===== src/rtl/kf8237_priority_sequencer.sv =====
// kf8237_priority_sequencer: 4-channel 8237-style request arbiter and single-transfer sequencer.
// Define KF8237_ROTATING_PRIORITY_EN to build the rotating-priority pointer; otherwise fixed priority.
module kf8237_priority_sequencer (
   input  logic       clock,
   input  logic       reset_n,
   input  logic       master_clear,
   input  logic [3:0] dreq,
   input  logic [3:0] channel_mask,
   input  logic       controller_disable,
   input  logic       rotating_priority_config,
   input  logic [3:0] autoinit_config,
   input  logic       hlda,
   input  logic       eop_n_in,
   input  logic       underflow,
   input  logic       clear_terminal_count,
   output logic       hrq,
   output logic [3:0] dack,
   output logic [3:0] transfer_register_select,
   output logic       next_word,
   output logic       initialize_current_register,
   output logic [3:0] terminal_count,
   output logic       end_of_process,
   output logic [3:0] set_mask
);

   typedef enum logic [2:0] {SI, S0, S1, S2, S3, S4} state_t;

   state_t     state_q, state_d;
   logic [3:0] sel_q, sel_d;
   logic [3:0] tc_q, tc_d;
   logic [3:0] set_mask_q, set_mask_d;
   logic       init_q, init_d;
   logic       post_q, post_d;
   logic [3:0] eligible;
   logic [3:0] winner;
   logic       tc_event;

   assign eligible = controller_disable ? 4'b0000 : (dreq & ~channel_mask);
   assign tc_event = underflow | ~eop_n_in;

   function automatic logic [3:0] first_one(input logic [3:0] v);
      logic [3:0] r;
      if (v[0])      r = 4'b0001;
      else if (v[1]) r = 4'b0010;
      else if (v[2]) r = 4'b0100;
      else if (v[3]) r = 4'b1000;
      else           r = 4'b0000;
      return r;
   endfunction

`ifdef KF8237_ROTATING_PRIORITY_EN
   logic [1:0] ptr_q, ptr_d;
   logic [1:0] base;
   logic [3:0] rot;
   logic [3:0] pick;

   assign base = rotating_priority_config ? ptr_q : 2'd0;

   // Rotate so the highest-priority channel sits at bit 0, pick, then rotate back.
   always_comb begin
      case (base)
         2'd0:    rot = eligible;
         2'd1:    rot = {eligible[0],   eligible[3:1]};
         2'd2:    rot = {eligible[1:0], eligible[3:2]};
         default: rot = {eligible[2:0], eligible[3]};
      endcase
      pick = first_one(rot);
      case (base)
         2'd0:    winner = pick;
         2'd1:    winner = {pick[2:0], pick[3]};
         2'd2:    winner = {pick[1:0], pick[3:2]};
         default: winner = {pick[0],   pick[3:1]};
      endcase
   end

   always_comb begin
      ptr_d = ptr_q;
      if (state_q == S4 && rotating_priority_config) begin
         case (sel_q)
            4'b0001: ptr_d = 2'd1;
            4'b0010: ptr_d = 2'd2;
            4'b0100: ptr_d = 2'd3;
            default: ptr_d = 2'd0;
         endcase
      end
      if (master_clear) ptr_d = 2'd0;
   end

   always_ff @(negedge clock or negedge reset_n) begin
      if (!reset_n) ptr_q <= 2'd0;
      else          ptr_q <= ptr_d;
   end
`else
   logic unused_rot_cfg;
   assign unused_rot_cfg = rotating_priority_config;
   assign winner         = first_one(eligible);
`endif

   always_comb begin
      state_d    = state_q;
      sel_d      = sel_q;
      tc_d       = clear_terminal_count ? 4'b0000 : tc_q;
      init_d     = 1'b0;
      set_mask_d = 4'b0000;
      post_d     = 1'b0;
      case (state_q)
         SI: begin
            // The cycle after S4 only carries the strobes and drops the select.
            if (post_q) begin
               sel_d = 4'b0000;
            end else if (eligible != 4'b0000) begin
               sel_d   = winner;
               state_d = S0;
            end
         end
         S0: begin
            if ((dreq & sel_q) == 4'b0000) begin
               sel_d   = 4'b0000;
               state_d = SI;
            end else if (hlda) begin
               state_d = S1;
            end
         end
         S1: state_d = S2;
         S2: state_d = S3;
         S3: state_d = S4;
         S4: begin
            state_d = SI;
            post_d  = 1'b1;
            if (tc_event) begin
               tc_d = tc_d | sel_q;
               if ((autoinit_config & sel_q) != 4'b0000) init_d = 1'b1;
               else                                      set_mask_d = sel_q;
            end
         end
         default: begin
            state_d = SI;
            sel_d   = 4'b0000;
         end
      endcase
      if (master_clear) begin
         state_d    = SI;
         sel_d      = 4'b0000;
         tc_d       = 4'b0000;
         init_d     = 1'b0;
         set_mask_d = 4'b0000;
         post_d     = 1'b0;
      end
   end

   always_ff @(negedge clock or negedge reset_n) begin
      if (!reset_n) begin
         state_q    <= SI;
         sel_q      <= 4'b0000;
         tc_q       <= 4'b0000;
         init_q     <= 1'b0;
         set_mask_q <= 4'b0000;
         post_q     <= 1'b0;
      end else begin
         state_q    <= state_d;
         sel_q      <= sel_d;
         tc_q       <= tc_d;
         init_q     <= init_d;
         set_mask_q <= set_mask_d;
         post_q     <= post_d;
      end
   end

   assign hrq                         = (state_q != SI);
   assign dack                        = (state_q == S1 || state_q == S2 ||
                                         state_q == S3 || state_q == S4) ? sel_q : 4'b0000;
   assign transfer_register_select    = sel_q;
   assign next_word                   = (state_q == S4);
   assign end_of_process              = (state_q == S4) & tc_event;
   assign initialize_current_register = init_q;
   assign set_mask                    = set_mask_q;
   assign terminal_count              = tc_q;

endmodule


===== config.mk =====
export PLATFORM = sky130hd
export DESIGN_NAME = kf8237_priority_sequencer
export DESIGN_NICKNAME = d
export VERILOG_FILES = /design/src/rtl/kf8237_priority_sequencer.sv
export SDC_FILE = /design/constraint.sdc
export NUM_CORES = 1
export LEC_CHECK = 0
export CAP_MARGIN = 20
export CORE_MARGIN = 5
export CORE_UTILIZATION = 59
export DETAILED_ROUTE_END_ITERATION = 16
export DONT_BUFFER_PORTS = 1
export MAX_ROUTING_LAYER = met4
export PLACE_DENSITY = 0.78
export SYNTH_ARGS = -nofsm -noshare
export SYNTH_HDL_FRONTEND = slang
export SYNTH_SLANG_ARGS = --single-unit

===== constraint.sdc =====
create_clock -name clock -period 1.6 [get_ports clock]
set_clock_uncertainty 0.05 [all_clocks]
set_input_delay 0.24 -clock clock [delete_from_list [all_inputs] [get_ports clock]]
set_output_delay 0.24 -clock clock [all_outputs]
set_load 0.05 [all_outputs]

**Yosys cells after proc, flatten, opt, wreduce, memory -nomap -nowiden**

Cells that the tools add are included.

- Bitwise operators: 8
- Eq/ne operators: 11
- Reductions and logical operators: 11
- Multiplexer cells: 31

Operators by type and width:

| operator | number |
|---|---|
| 4-bit two-way mux | 18 |
| 3-bit two-way mux | 5 |
| 3-bit one-hot mux with 5 select lines | 1 |
| 4-bit bitwise AND | 3 |
| 4-bit one-hot mux with 3 select lines | 1 |
| 3-bit != test (second input constant) | 3 |
| 4-bit != test (second input constant) | 2 |
| 4-bit nonzero test | 2 |
| 3-bit by 2-bit == test with 1-bit output (second input constant) | 2 |
| 3-bit == test (second input constant) | 2 |
| 1-bit two-way mux | 6 |
| 3-bit AND reduction | 2 |
| 4-bit zero test | 1 |
| 4-bit NOT | 1 |
| 4-bit bitwise OR | 1 |
| 4-bit OR reduction | 1 |
| 3-bit by 1-bit == test with 1-bit output (second input constant) | 1 |
| 3-bit zero test | 1 |
| 1-bit logical OR | 3 |
| 3-bit nonzero test | 1 |
| 2-bit by 1-bit != test with 1-bit output (second input constant) | 1 |
| 1-bit bitwise AND | 1 |
| 1-bit NOT | 1 |
| 1-bit bitwise OR | 1 |

- Output and inout bits: 20
- Logic and storage cells: 67
- Bits in registers: 17

**Logic depth before layout (Yosys ltp)**

Gate-level depths: netlist of the first run.

- Word-level depth: 11
- Depth in mapped cells: 5
- Depth with buffers taken out: 4

==> results.md, run 1 <==
- The share of synthesized area in the top cell type comes to 0.4690.
- The number of antenna violations at the first check in global routing was 0.
- In this run the remaining antenna-violating nets after routing total 0.
- STA classifies the critical path endpoint as an output port.
- The cell chosen for the clock root is clkbuf_4.
- Of the cells placed in the final design, the portion with a size suffix greater than 1 is 0.4426.
- The final weighted congestion in routability-driven placement is 0.7969.
- The signal on the critical path passes through nand3b_1, a21oi_4, buf_12.
- 41 I/O pins were placed.
- For this run, the leading register cell type out of synthesis is dfrtn_1.
- The register clock-pin slew on the reported worst setup and hold paths is 0.07 ns.
- For the worst setup path, the data required time is 1.31 ns.
- Setup violations remaining at the end of the flow were counted as 29.
- The critical path class is reg2out.
- CTS built an H-tree with a depth of 1.
- The fraction of synthesized area in multiplexers is 0.
- The worst pin sits at a relative slew slack of 0.6684.
- Of the total synthesized cell area, the portion taken by AND, OR, NAND and NOR gates is 0.2800.
- Using the TritonRoute via totals, the vias-per-cell ratio works out to 6.493.
- The final reports fail on setup timing.
- The maximum fanout along the worst path is 4.
- The total negative slack is -13.26 ns.
- Setup repair after global routing could not meet its margin everywhere.
- In the routed design, unresolved DRC markers number 0.
- In this run, synthesis inferred 0 flip-flops with an integrated enable.
- The combinational family with the most area after synthesis is simple AND/OR/NAND/NOR gates.
- The detailed-placement wirelength estimate is 1967 um.
- The detailed router finished its first iteration with 35 violations.
- The number of failing hold endpoints at the final stage is 0.
- The number of instances in the synthesized netlist is 89.
- The startpoint identified for the worst register-to-register timing path is transfer_register_select[1].
- The number of library cell types mapped by synthesis is 32.
- The total number of nets in the final design is 144.
- The overall die width is 49.21 um.
- TritonCTS built the clock tree.
- The row count is 14.
- The detailed-route via count is 896.
- The slowest stage of the critical path belongs to the cell dfrtn_1.
- Counting both buffers and inverters, the worst setup path holds a total of 1.
- The repair_antennas step left the layout with diodes totalling 0.
- Counting along the longest clock path gives a buffer depth of 2.
- The worst-skew pair later-pin latency is 0.30 ns.
- Counting instances in the post-synthesis netlist gives the leading cell types as dfrtn_1, nor2_1, and2_1.
- The compound-cell area share of the yosys netlist is 0.2000.
- The core outline area is 0.001489 sq mm.
- The count of fill cells added during filler insertion is 48.
- The arrival time at the worst endpoint is 2.19 ns.
- In the post-route analysis, the smallest setup slack over all paths is -0.8770 ns.
- For the pin with the worst max-slew slack, the measured transition is 0.4973 ns.
- The total nets after synthesis is 110.
- The count of synthesis-stage warnings from yosys is 0.
- The power per cell area is 594.4 mW/mm^2.
- After detailed routing, the average wire length per cell comes to 25.20 um.
- The total number of clock tree sinks is 17.
- The max capacitance violation total is 0.
- The number of max-slew violations in the final report came to 0.
- IR analysis of the VDD net gives a maximum drop of 541.9 uV.
- In this run the worst hold path is classified as in2async.
- The floorplan step set the die height to 49.21 um.
- For the worst flop-to-flop path, the logic depth is 6.
- The portion of the post-synthesis area used by sequential elements is 0.4690.
- The routed design has 3477 um of wire.
- The most frequent cell after synthesis is dfrtn_1.
- Yosys attributes the largest share of cell area to dfrtn_1, and2_1, a22oi_1, nor2_1, nor2b_1.
- The placement-stage worst setup slack is -0.5725 ns.
- Of the total synthesized cell area, the portion taken by full adders, half adders and majority gates is 0.
- The area overhead of the layout relative to synthesis is 52.14%.
- The global-route wire length before repair is 4636 um.
- The total overflow reported by the global router is 0.
- The clock buffer count from CTS is 3.
- The synthesis-stage register bit count is 17.
- The first detailed-routing pass ran for 4 iterations.
- The final hold slack is 0.2607 ns.
- The share of async-settable or async-resettable flops after synthesis is 1.000.
- STA classifies the critical path startpoint as a flop.
- Entering global routing, the biggest net connects 18 pins.
- The kind of cell adding the most delay to the critical path is flip-flops.
- During placement, the flow inserted port buffers numbering 0.
- dfrtn_1 takes more of the synthesized area than any other cell.
- The leakage power total is 0.6554 nW.
- For this configuration, the core starts out at a cell density of 0.6092.
- The netlist area before placement is 907.1 sq um.
- The count of hold-fix buffers inserted at cts is 0.
- For this run, the total global-route usage over all layers was measured as 0.2636.
- The worst register-to-register path has a setup slack of -0.17 ns.
- The average instance in the mapped netlist occupies 10.19 sq um.
- The area enclosed by the die boundary is 0.002422 sq mm.
- The flow ran to the end, but the final reports show violations.
- Counting buffers and inverters, the worst setup path is 3 cells deep.
- For this run, the slowest stage of the critical path takes 0.51 ns.
- The number of global-route vias before repair came to 921.
- The XOR/XNOR share of the synthesized area is 0.009655.
- In this run the critical register-to-register path is captured at transfer_register_select[2].
layout make-up:
cell class / count / area [sq um] / share of cell area
inverter: 4 / 27.53 / 0.01995
sequential: 17 / 425.4 / 0.3083
multi-input combinational: 65 / 518.0 / 0.3753
timing repair buffer: 32 / 362.8 / 0.2629
clock buffer: 4 / 26.28 / 0.01904
tap: 16 / 20.02 / 0.01451
per-layer routing:
layer  vias up  share of wire  global-route usage
met5         -              0                   -
met1       437           0.34              0.2807
met2        60           0.51              0.4442
met3        18          0.095             0.04587
met4         0          0.060              0.1659
li1        381              -                   -
power breakdown:
part | switching, W | leakage [nW] | total (W) | internal, W
registers | 0.00000693 | 0.236 | 0.000445 | 0.000438
logic | 0.0000762 | 0.404 | 0.000140 | 0.0000635
clock network | 0.000139 | 0.0150 | 0.000236 | 0.0000972
total | 0.000222 | 0.655 | 0.000820 | 0.000599
state kept, by name, indices dropped and copies added (netlist names):
signal,count
initialize_current_register,1
post_q,1
terminal_count,4
set_mask,4
transfer_register_select,4
state_q,3
worst max path at each step:
stage                                startpoint                     endpoint  slack [ns]
floorplan           transfer_register_select[0]                      dack[0]       -0.56
global placement                channel_mask[1]                   state_q[0]       -0.55
detailed placement                 master_clear  transfer_register_select[2]       -0.57
CTS                                  state_q[2]                      dack[3]       -0.84
global route                         state_q[2]               end_of_process       -0.93
finish                               state_q[2]               end_of_process       -0.88
per-stage QoR:
| step | cell area (sq um) | std cells | util | power (W) |
|---|---|---|---|---|
| after floorplan | 973.4 | 89 | - | 0.0005367 |
| after global placement | 1284 | 131 | 0.8622 | 0.0005691 |
| after detailed placement | 1284 | 131 | 0.8622 | 0.0005740 |
| after CTS | 1353 | 136 | 0.9084 | 0.0008079 |
| after global routing | 1380 | 138 | 0.9269 | 0.0008577 |
| final | 1380 | 138 | 0.9269 | 0.0008203 |
kinds of logic (layout without fill, tap and decap cells):
family | after synthesis | in the layout
xor gates and xnor gates | 1 | 1
DFF | 17 | 17
buffers and inverters | 7 | 40
AOI/OAI and AO/OA | 22 | 22
and+or+nand+nor | 42 | 42
layout by cell type (no fill, tap or decap), types with 2 or more instances in the layout:
cell / Yosys / layout
buf_4: 1 / 18
dfrtn_1: 17 / 17
nor2_1: 10 / 10
buf_12: 0 / 8
and2_4: 0 / 6
buf_6: 1 / 6
nor2b_1: 5 / 5
a21oi_1: 6 / 5
a22oi_1: 5 / 5
nand2_1: 4 / 4
and2b_1: 3 / 3
a22o_1: 3 / 3
clkbuf_4: 0 / 3
nand3b_1: 2 / 2
a21oi_4: 0 / 2
and2_1: 8 / 2
and2b_2: 2 / 2
inv_1: 4 / 2
timing repair:
| item | 4_1_cts | 5_1_grt |
|---|---|---|
| resized for setup | 10 | 3 |
| gates cloned | 0 | 0 |
| pin swaps | 8 | 5 |
| setup buffers | 1 | 2 |
| setup endpoints to repair | 29 | 29 |
No activity file was read; power rests on OpenSTA's default activity.
==> inputs of run 2 (changes only) <==
CORE_MARGIN = 8   (was 5)
GPL_ROUTABILITY_DRIVEN = 0   (was not set)
SETUP_SLACK_MARGIN = 0.3   (was not set)
==> run 2 against run 1 <==
- the flow now stops in clock tree synthesis (4_1_cts)
- synthesized area unchanged
- synthesized cell count unchanged
==> results.md, run 2 <==
- The count of flip-flops with a built-in enable after synthesis was 0 (unchanged).
- The total nets after synthesis came to 110 (unchanged).
- The stage at which the flow ended is clock tree synthesis (4_1_cts).
- The H-tree depth reported by CTS is 1 (unchanged).
- In this run the clock root is driven by a clkbuf_4.
- The total number of clock tree sinks was 17 (unchanged).
- The first error in the log reads "[ERROR DPL-0033] detailed placement checks failed during check placement".
- By instance count, the leading cell after synthesis is dfrtn_1.
- The overall die width is 55.21 um (+12%).
- For this run, the leading register cell type out of synthesis is dfrtn_1.
- The boundary pin count is 41 (unchanged).
- The row count is 14 (unchanged).
- The synthesis-stage register bit count is 17 (unchanged).
- The count of hold-fix buffers inserted at cts was 0 (unchanged).
- The post-synthesis cell type with the largest combined area is dfrtn_1.
- By count the netlist is led by dfrtn_1, nor2_1, and2_1.
- The portion of the post-synthesis area used by sequential elements is 0.4690 (unchanged).
- The number of library cell types mapped by synthesis is 32 (unchanged).
- The per-instance average area after synthesis is 10.19 sq um (unchanged).
- The detailed-placement wirelength estimate is 2308 um (+17%).
- The count of buffers from port buffering is 0 (unchanged).
- The clock buffer count from CTS was 3 (unchanged).
- The share of async-settable or async-resettable flops after synthesis came to 1.000 (unchanged).
- The netlist area before placement is 907.1 sq um (unchanged).
- The count of synthesis-stage warnings from yosys is 0 (unchanged).
- The number of instances resized during post-cts repair is 22 (+12).
- The flow did not finish.
- The die height is 55.21 um (+12%).
- The effective utilization at floorplan is 0.6165 (+0.007253).
- The post-CTS setup-driven buffer insertion count came to 3 (+2).
- The maximum buffer depth of the clock tree is 2 (unchanged).
- Ranked by total cell area, the synthesized netlist is headed by dfrtn_1, and2_1, a22oi_1, nor2_1, nor2b_1.
- The number of instances in the synthesized netlist was 89 (unchanged).
- The area share of the largest cell type after synthesis is 0.4690 (unchanged).
## run 2: cell counts after synthesis
Identical to the previous run, type by type.
## run 2: stage by stage
stage	instance area [sq um]	utilization	setup slack, ns	instances
2_1_floorplan	997.2	-	-0.5608	89
3_3_place_gp	1313	0.8920	-0.5458	131
3_5_place_dp	1313	0.8920	-0.5986	131
## run 2: kinds of logic after synthesis
family / synth area share
AND/OR/NAND/NOR: 0.2800
XOR/XNOR: 0.009657
AO/OA/AOI/OAI: 0.2000
flip-flops: 0.4690
buffers and inverters: 0.04137
==> inputs of run 3 (changes only) <==
CORE_AREA = 8 8 69 71   (was not set)
CORE_MARGIN = not set   (was 8)
CORE_UTILIZATION = not set   (was 59)
DIE_AREA = 0 0 77 79   (was not set)
MAX_ROUTING_LAYER = not set   (was met4)
PLACE_DENSITY = not set   (was 0.78)
PLACE_DENSITY_LB_ADDON = 0.15   (was not set)
SETUP_SLACK_MARGIN = not set   (was 0.3)
==> run 3 against run 2 <==
- the flow now finishes, with violations (setup timing)
==> results.md, run 3 (synthesis gave the netlist of run 1 again) <==
- The boundary pin count is 41 (unchanged).
- The detailed-placement wirelength estimate was 2207 um (-4.4%).
- The depth of the worst register-to-register path is 6.
- In the layout the commonest cells are buf_4, dfrtn_1, nor2_1.
- The count of hold-fix buffers inserted at cts is 0 (unchanged).
- The global-route wire length before repair is 4409 um.
- The class of the most critical hold timing path is in2async.
- The repair_antennas step left the layout with diodes totalling 0.
- Compared with the post-synthesis result, the final layout area differs by 59.72%.
- The arrival time at the worst endpoint is 2.05 ns.
- By startpoint and endpoint, the worst setup path is classified as reg2out.
- The area enclosed by the die boundary is 0.006083 sq mm.
- Leaving out fill and tap cells, the most frequent cell in the layout is buf_4.
- At the pin with the least slew margin, the transition time is 0.4788 ns.
- The critical path capture point is end_of_process.
- The number of antenna violations at the first check in global routing was 0.
- The post-route antenna net violation count is 0.
- The average vias per placed instance is 4.526.
- The number of max-slew violations in the final report is 0.
- The row count is 23 (+9).
- Summing internal, switching and leakage power gives 0.0008885 W.
- The minimum setup slack among reg-to-reg paths is -0.09 ns.
- Traced cell by cell, the critical path runs through nand3b_1, a21oi_4, buf_12.
- The worst register-to-register path ends at transfer_register_select[2].
- The startpoint of the worst setup timing path is state_q[1].
- The checks that failed: setup timing.
- The die height is 79 um (+43%).
- The post-placement cell area is 0.001331 sq mm (+1.4%).
- The overall die width is 77 um (+39%).
- In this run, the number of DRC markers left after iteration 0 of detailed routing was 14.
- The post-detailed-route DRC marker count is 0.
- The count of buffers from port buffering is 0 (unchanged).
- TritonCTS built the clock tree.
- The slack of the critical path is -0.7414 ns.
- After routing, the total negative slack on setup checks comes to -11.44 ns.
- The maximum vdd ir drop is 240.3 uV.
- Setup violations remaining at the end of the flow were counted as 29.
- The H-tree depth reported by CTS is 1 (unchanged).
- The slowest stage of the critical path is the dfrtn_1 cell.
- STA classifies the critical path startpoint as a flop.
- Dividing the detail-routed wire length by the instance count gives 15.30 um.
- The number of failing hold endpoints at the final stage is 0.
- The run finished, with violations left.
- The maximum number of pins on one net before global-route repair is 18.
- Setup repair after global routing could not meet its margin everywhere.
- The detailed-route via count is 783.
- The power per cell area is 613.2 mW/mm^2.
- The register clock-pin slew on the reported worst setup and hold paths is 0.05 ns.
- The floorplan step defined a core boundary enclosing 0.003799 sq mm.
- The number of optimization iterations in the first detailed-route pass is 4.
- The total overflow reported by the global router is 0.
- The routed wire length is 2647 um.
- The cell chosen for the clock root is clkbuf_8.
- The startpoint of the most critical register-to-register path is transfer_register_select[0].
- The required arrival time at the worst endpoint is 1.31 ns.
- In the final design database the tool counted 145 nets.
- The later pin in the worst-skew pair is clocked with a latency of 0.26 ns.
- The category of the worst setup path capture point is an output port.
- The leakage power total is 0.6682 nW.
- The effective utilization at floorplan came to 0.2388 (-0.3777).
- The max capacitance violation total is 0.
- The number of global-route vias before repair came to 837.
- Of the cells placed in the final design, the portion with a size suffix greater than 1 is 0.4309.
- The clock buffer count from CTS is 3 (unchanged).
- The final standard cell area without fillers is 0.001449 sq mm.
- Across every metal layer, demand over resource in global routing totals 0.09076.
- The remaining max-slew budget at the tightest pin is 0.6808.
- The maximum fanout along the worst path is 3.
- The maximum buffer depth of the clock tree is 2 (unchanged).
- For this run, the slowest stage of the critical path takes 0.39 ns.
- The total number of clock tree sinks is 17 (unchanged).
## run 3: worst min-delay path by stage
stage,from,slack (ns),endpoint,cells after the start
3_5_place_dp,post_q,0.56,state_q[0],3
4_1_cts,reset_n,0.30,set_mask[1],0
5_1_grt,reset_n,0.29,initialize_current_register,0
3_3_place_gp,transfer_register_select[2],0.55,set_mask[2],2
6_report,reset_n,0.30,set_mask[1],0
2_1_floorplan,post_q,0.48,state_q[0],3
## run 3: layout make-up
cell class              count  area, sq um
clock buffers               4        45.04
multi-input cells          65        509.2
inverters                   4        27.53
flip-flops and latches     17        425.4
repair buffers             33        379.1
fillers                   402         2350
well taps                  50        62.56
## run 3: what timing repair did
item / 4_1_cts / 5_1_grt
resized for setup: 6 / 2
buffers inserted: 4 / 1
setup endpoints to repair: 29 / 30
pin swaps: 8 / 4
hold endpoints to repair: 0 / 0
## run 3: routing by layer
metal / global-route usage / wire, um / part of all wire / vias to the layer above
met5: 0 / 0 / 0 / -
met4: 0.05094 / 34 / 0.013 / 0
met3: 0.03160 / 249 / 0.094 / 2
met2: 0.1402 / 1200 / 0.45 / 31
met1: 0.1083 / 1163 / 0.44 / 369
li1: - / - / - / 381
## run 3: critical path, delay by kind of cell, from the launching register on
family                 cells  cell delay [ns]
and+or+nand+nor            1             0.26
buffers and inverters      1             0.15
DFF                        1             0.39
AOI/OAI and AO/OA          1             0.18
## run 3: power breakdown
part	internal [W]	leakage, nW	total (W)	switching (W)
clock network	0.000176	0.0228	0.000317	0.000140
registers	0.000438	0.236	0.000444	0.00000529
logic	0.0000612	0.409	0.000128	0.0000669
## run 3: metrics by stage
stage                     cells  setup WS, ns  hold WS, ns    util
after floorplan              89       -0.5608       0.4847       -
after global placement      164       -0.5754       0.5529  0.3505
after detailed placement    164       -0.5860       0.5615  0.3505
after CTS                   172       -0.7525       0.2997  0.3768
after global routing        173       -0.8161       0.2916  0.3814
final                       173       -0.7414       0.3043  0.3814
